$ cat src/rtl/l2_lookup_pipe_if.sv
// l2_lookup_pipe_if: request/result handshake bundle for the L2 tag-lookup stage
//   master: drives in_valid/in_mode/in_tag/in_tags/in_states and out_ready
//   slave : drives in_ready and all out_* result fields
interface l2_lookup_pipe_if #(
    parameter int WAYS = 8,
    parameter int TAG_BITS = 20,
    parameter int STATE_BITS = 3,
    parameter int WAY_BITS = $clog2(WAYS)
);
    logic                       in_valid;
    logic                       in_ready;
    logic [1:0]                 in_mode;
    logic [TAG_BITS-1:0]        in_tag;
    logic [WAYS*TAG_BITS-1:0]   in_tags;
    logic [WAYS*STATE_BITS-1:0] in_states;
    logic                       out_valid;
    logic                       out_ready;
    logic [1:0]                 out_mode;
    logic                       out_tag_hit;
    logic [WAY_BITS-1:0]        out_way_hit;
    logic                       out_empty_found;
    logic [WAY_BITS-1:0]        out_empty_way;
    logic [WAY_BITS-1:0]        out_evict_way;
    logic                       out_multi_hit;

    modport master (
        output in_valid, in_mode, in_tag, in_tags, in_states, out_ready,
        input  in_ready, out_valid, out_mode, out_tag_hit, out_way_hit,
               out_empty_found, out_empty_way, out_evict_way, out_multi_hit
    );

    modport slave (
        input  in_valid, in_mode, in_tag, in_tags, in_states, out_ready,
        output in_ready, out_valid, out_mode, out_tag_hit, out_way_hit,
               out_empty_found, out_empty_way, out_evict_way, out_multi_hit
    );
endinterface

$ cat src/rtl/l2_lookup_pipe.sv
// l2_lookup_pipe: registered tag lookup of one set with hit/empty/victim selection
//   clk, rst : clock, asynchronous active-high reset
//   bus      : slave side of l2_lookup_pipe_if (request in, registered result out)
module l2_lookup_pipe #(
    parameter int WAYS = 8,
    parameter int TAG_BITS = 20,
    parameter int STATE_BITS = 3,
    parameter int INVALID_STATE = 0,
    parameter int WAY_BITS = $clog2(WAYS)
) (
    input logic               clk,
    input logic               rst,
    l2_lookup_pipe_if.slave   bus
);
    logic [WAYS-1:0]     match;
    logic [WAYS-1:0]     empty;
    logic [WAY_BITS-1:0] hit_way;
    logic [WAY_BITS-1:0] empty_way;
    logic [WAY_BITS-1:0] rr_ptr;
    logic                is_fwd;
    logic                is_evict;
    logic                any_empty;
    logic                any_hit;
    logic                multi;
    logic                accept;
    logic                rr_adv;

    for (genvar i = 0; i < WAYS; i++) begin : g_way
        assign empty[i] = bus.in_states[i*STATE_BITS +: STATE_BITS] == STATE_BITS'(INVALID_STATE);
        assign match[i] = !empty[i] && bus.in_tags[i*TAG_BITS +: TAG_BITS] == bus.in_tag;
    end

    // Scan from the top so the lowest matching index is the last one written.
    always_comb begin
        hit_way = '0;
        empty_way = '0;
        for (int i = WAYS - 1; i >= 0; i--) begin
            if (match[i]) hit_way = WAY_BITS'(i);
            if (empty[i]) empty_way = WAY_BITS'(i);
        end
    end

    // More than one bit set iff clearing the lowest set bit leaves something.
    assign multi = |(match & (match - 1'b1));
    assign any_hit = |match;
    assign any_empty = |empty;
    assign is_evict = bus.in_mode == 2'd2;
    assign is_fwd = bus.in_mode[0];
    assign accept = bus.in_valid && bus.in_ready;
    assign bus.in_ready = !bus.out_valid || bus.out_ready;
    assign rr_adv = accept && !is_fwd && !any_empty && (is_evict || !any_hit);

    always_ff @(posedge clk or posedge rst) begin
        if (rst) begin
            bus.out_valid <= 1'b0;
            bus.out_mode <= '0;
            bus.out_tag_hit <= 1'b0;
            bus.out_way_hit <= '0;
            bus.out_empty_found <= 1'b0;
            bus.out_empty_way <= '0;
            bus.out_evict_way <= '0;
            bus.out_multi_hit <= 1'b0;
            rr_ptr <= '0;
        end else begin
            if (accept) begin
                bus.out_valid <= 1'b1;
                bus.out_mode <= bus.in_mode;
                bus.out_tag_hit <= any_hit && !is_evict;
                bus.out_way_hit <= is_evict ? '0 : hit_way;
                bus.out_multi_hit <= multi && !is_evict;
                bus.out_empty_found <= any_empty && !is_fwd;
                bus.out_empty_way <= is_fwd ? '0 : empty_way;
                bus.out_evict_way <= is_fwd ? '0 : any_empty ? empty_way : rr_ptr;
            end else if (bus.out_ready) begin
                bus.out_valid <= 1'b0;
            end
            if (rr_adv) rr_ptr <= rr_ptr + 1'b1;
        end
    end
endmodule

$ cat src/flat_wrapper.sv
// flat-port wrapper written by rule: the top's interface ports become plain ports
module l2_lookup_pipe_flat 
#(
    parameter int WAYS = 8,
    parameter int TAG_BITS = 20,
    parameter int STATE_BITS = 3,
    parameter int INVALID_STATE = 0,
    parameter int WAY_BITS = $clog2(WAYS)
)
  (clk, rst, bus_in_valid, bus_in_mode, bus_in_tag, bus_in_tags, bus_in_states, bus_out_ready, bus_in_ready, bus_out_valid, bus_out_mode, bus_out_tag_hit, bus_out_way_hit, bus_out_empty_found, bus_out_empty_way, bus_out_evict_way, bus_out_multi_hit);
  l2_lookup_pipe_if #(.WAYS(WAYS), .TAG_BITS(TAG_BITS), .STATE_BITS(STATE_BITS), .WAY_BITS(WAY_BITS)) bus_i ();
  input logic clk;
  input logic rst;
  input wire logic [$bits(bus_i.in_valid)-1:0] bus_in_valid;
  input wire logic [$bits(bus_i.in_mode)-1:0] bus_in_mode;
  input wire logic [$bits(bus_i.in_tag)-1:0] bus_in_tag;
  input wire logic [$bits(bus_i.in_tags)-1:0] bus_in_tags;
  input wire logic [$bits(bus_i.in_states)-1:0] bus_in_states;
  input wire logic [$bits(bus_i.out_ready)-1:0] bus_out_ready;
  output wire logic [$bits(bus_i.in_ready)-1:0] bus_in_ready;
  output wire logic [$bits(bus_i.out_valid)-1:0] bus_out_valid;
  output wire logic [$bits(bus_i.out_mode)-1:0] bus_out_mode;
  output wire logic [$bits(bus_i.out_tag_hit)-1:0] bus_out_tag_hit;
  output wire logic [$bits(bus_i.out_way_hit)-1:0] bus_out_way_hit;
  output wire logic [$bits(bus_i.out_empty_found)-1:0] bus_out_empty_found;
  output wire logic [$bits(bus_i.out_empty_way)-1:0] bus_out_empty_way;
  output wire logic [$bits(bus_i.out_evict_way)-1:0] bus_out_evict_way;
  output wire logic [$bits(bus_i.out_multi_hit)-1:0] bus_out_multi_hit;
  assign bus_i.in_valid = bus_in_valid;
  assign bus_i.in_mode = bus_in_mode;
  assign bus_i.in_tag = bus_in_tag;
  assign bus_i.in_tags = bus_in_tags;
  assign bus_i.in_states = bus_in_states;
  assign bus_i.out_ready = bus_out_ready;
  assign bus_in_ready = bus_i.in_ready;
  assign bus_out_valid = bus_i.out_valid;
  assign bus_out_mode = bus_i.out_mode;
  assign bus_out_tag_hit = bus_i.out_tag_hit;
  assign bus_out_way_hit = bus_i.out_way_hit;
  assign bus_out_empty_found = bus_i.out_empty_found;
  assign bus_out_empty_way = bus_i.out_empty_way;
  assign bus_out_evict_way = bus_i.out_evict_way;
  assign bus_out_multi_hit = bus_i.out_multi_hit;
  l2_lookup_pipe #(.WAYS(WAYS), .TAG_BITS(TAG_BITS), .STATE_BITS(STATE_BITS), .INVALID_STATE(INVALID_STATE), .WAY_BITS(WAY_BITS)) u_core (.clk(clk), .rst(rst), .bus(bus_i));
endmodule
$ cat config.mk
export PLATFORM = sky130hd
export DESIGN_NAME = l2_lookup_pipe_flat
export DESIGN_NICKNAME = d
export VERILOG_FILES = /design/src/rtl/l2_lookup_pipe_if.sv /design/src/rtl/l2_lookup_pipe.sv /design/src/flat_wrapper.sv
export SDC_FILE = /design/constraint.sdc
export NUM_CORES = 1
export LEC_CHECK = 0
export CELL_PAD_IN_SITES_DETAIL_PLACEMENT = 1
export CELL_PAD_IN_SITES_GLOBAL_PLACEMENT = 1
export CORE_MARGIN = 3
export CORE_UTILIZATION = 21
export CTS_CLUSTER_DIAMETER = 80
export DETAILED_ROUTE_END_ITERATION = 7
export PLACE_DENSITY = 0.87
export SLEW_MARGIN = 40
export SYNTH_ARGS = -nofsm -noshare
export SYNTH_HDL_FRONTEND = slang
export SYNTH_SLANG_ARGS = --single-unit
$ cat constraint.sdc
create_clock -name clk -period 1.6 [get_ports clk]
set_clock_uncertainty 0.2 [all_clocks]
set_input_delay 0.24 -clock clk [delete_from_list [all_inputs] [get_ports clk]]
set_output_delay 0.24 -clock clk [all_outputs]
set_load 0.05 [all_outputs]
==> impl_results.md <==
* Core region area at 13400 sq um
* Number of global-route vias before repair at roughly 4600
* Fin. max-slew vios at 0
* Port Buffers at 225
* Multi-input gate area at around 2900 sq um
* Pre-CTS WS at -1680 ps
* CTS tree: yes
* Final setup viols at 15
* WP data arrival at approximately 2400 ps
* Tmin final at roughly 2400 ps
* Status: complete, but fails checks
* Total power at roughly 0.0031 W
* Cells after Synth at 338
* Fmax at between 400 and 500 MHz
* Root Driver: clkbuf_16
* Number of flops mapped to enable cells by yosys at 0
* FF+latch area at between 400 and 500 sq um
* Routed WL per cell at between 20 and 25 microns
* Slew @ Worst Pin at ~370 ps
* Via density at around 4.7
* Tcrit/Tclk final at 151%
* GPL Wtd Cong at about 0.97
* DRT iter0 DRCs at 103
* Synth top area cells: xor2_1 (40%), dfrtp_1 (15%), xnor2_1 (8.4%)
* Maximum vdd drop at roughly 0.30 mV
* Failing checks: negative setup slack
* Num CTS Buffers at 3
* Synth async-reset ratio at between 90% and 100%
* First-pass GRT wire length at ~26000 microns
* Max clock buf depth at 2
* Rel. slew slack at roughly three quarters
* Unique masters post-synth at 40
* Type of origin of the critical path: input port
* #FFs+latches synth at 18
* Hold Crit Class: input port to asynchronous set/reset pin
* Leak at about 3.4 nW
* Mean Syn Cell Area at approximately 8.6 sq um
* Initial core utilization at a little over a fifth
* Gr ovfl total at 0
* Max Cap Viol at 0
* Pin count of the biggest net entering global routing at 19
* Mapped Nets at 549
* Fillers at around 1400
* Syn Std Cell Area at around 2900 sq um
* Tot GR Track Use at 22.7%
* Fin. Hold Viols at 0
* Pre-Repair DR Iteration Count at 4
* Crit path max fanout at 3
* Ys Warns at 0
* Clk slew on worst S/H paths at ~60 ps
* DRC errors left at 0
* Clock sinks at 18
* Count leader, synth: xor2_1
* Die Y at approximately 120 microns
* Power Density at about 440 nW/um^2
* Post-DP HPWL at about 15000 microns
* Die Wd at around 120 microns
* Biggest area consumer among synthesized cells: xor2_1
* Worst skew pair latency at ~250 ps
* Crit Path Category: input port to register
* Row count at 42
* Share of layout cells above drive strength 1 at between 30% and 40%
* Setup ws final at -820 ps
* Vias at around 4000
* Worst EP required at 1530 ps
* Critical path capture point type: register
* Initial antenna violation count at 2
* Die area at 15400 sq um
* H-tree depth at 1
* Post-route ant nets at 0
* Area Growth Syn to Fin at 144%
* Commonest cells in the netlist: xor2_1 (134), xnor2_1 (28), nor4_1 (25), nor3_1 (20), dfrtp_1 (18)
* # IOs at ~230
* Nets at a little under 900
* Yosys top cell area share at 40.2%
* Register area share after synthesis at between 10% and 20%
* Total routed wirelength at roughly 20000 microns
* Synth Flop Type: dfrtp_1
* Unrepaired setup endpoints after global routing: yes
## layout make-up
class                   instances  share of cell area, %
repair buffers                342                   48.3
multi-input cells             295                   40.8
flip-flops and latches         18                   6.34
well taps                     176                   3.09
clock buffers                   4                   1.25
inverters                       3                  0.158
diodes                          2                 0.0702
## report_power, final
group / switching [W] / leakage [nW] / internal (W)
Combinational: 0.000897 / 3.10 / 0.00106
Sequential: 0.0000854 / 0.232 / 0.000531
Clock: 0.000184 / 0.0442 / 0.000381
## per-stage QoR
| stage | area (sq um) | instances | utilization [%] | hold WS [ps] | TNS (ps) |
|---|---|---|---|---|---|
| 3_3_place_gp | 6160 | 797 | 45.9 | 264 | -15850 |
| 6_report | 7130 | 840 | 53.2 | 116 | -8840 |
| 4_1_cts | 6620 | 825 | 49.4 | 125 | -7940 |
| 5_1_grt | 7130 | 840 | 53.2 | 157 | -9390 |
| 3_5_place_dp | 6160 | 797 | 45.9 | 280 | -17310 |
| 2_1_floorplan | 3210 | 338 | - | -21.5 | -4180 |
## registers in the layout, indices dropped and copies added (netlist names)
name,flops
u_core.bus.out_empty_found,1
u_core.bus.out_empty_way,3
u_core.bus.out_evict_way,3
u_core.bus.out_mode,2
u_core.bus.out_multi_hit,1
u_core.bus.out_tag_hit,1
u_core.bus.out_valid,1
u_core.bus.out_way_hit,3
u_core.rr_ptr,3
## metal layers
| metal | GRT usage (%) | share of wire, % | wire length [microns] |
|---|---|---|---|
| met1 | 22.6 | 32 | 6340 |
| met2 | 45.7 | 57 | 11200 |
| met3 | 5.18 | 7.8 | 1530 |
| met4 | 7.53 | 3.3 | 655 |
| met5 | 0 | 0 | 0 |
## repair_timing
item,4_1_cts,5_1_grt
buffers inserted,26,23
endpoints found under the setup margin,17,17
hold buffers,0,0
gates resized for setup,227,161
pin swaps,68,57
## cell usage in the layout (no fill, tap or decap), types with 8 or more instances in the layout
| master | instances |
|---|---|
| buf_6 | 38 |
| xor2_2 | 16 |
| nand4_1 | 15 |
| xor2_1 | 116 |
| clkdlybuf4s15_1 | 9 |
| nor4_2 | 15 |
| nor3_1 | 8 |
| nor4_4 | 11 |
| dfrtp_1 | 17 |
| dlymetal6s2s_1 | 45 |
| buf_4 | 91 |
| clkbuf_2 | 10 |
| nor3_2 | 8 |
| xnor2_1 | 28 |
| clkdlybuf4s50_1 | 80 |
| nand2_1 | 8 |
| dlygate4sd2_1 | 43 |
| buf_12 | 20 |
## path summary, 6_finish.rpt
path / slack, ps / cells after the start / startpoint / endpoint
min reg2reg: 290 / 1 / u_core.rr_ptr[2] / u_core.rr_ptr[2]
max: -820 / 9 / bus_in_tags[110] / u_core.rr_ptr[1]
min: 120 / 3 / rst / u_core.bus.out_mode[1]
min in group clk: 290 / 1 / u_core.rr_ptr[2] / u_core.rr_ptr[2]
max reg2reg: -150 / 7 / u_core.bus.out_valid / u_core.bus.out_evict_way[0]
max in group asynchronous: 870 / 3 / rst / u_core.bus.out_valid
## cells by family after synthesis
kind of cell,Yosys count,share of synthesized area [%]
xor gates and xnor gates,162,48.5
adders and majority gates,2,0.770
DFF,18,15.4
muxes,4,1.67
AOI/OAI and AO/OA,25,6.38
buffers and inverters,25,5.57
and+or+nand+nor,102,21.7
## critical path: stages
cell           delay [ps]
dlygate4sd2_1         280
xor2_2                200
nor4_4                320
nand4_1               280
nor4_4                370
nor2_2                100
a31oi_4               200
nor3_4                 70
mux2_4                290
Power figures use the tool's default switching activity.
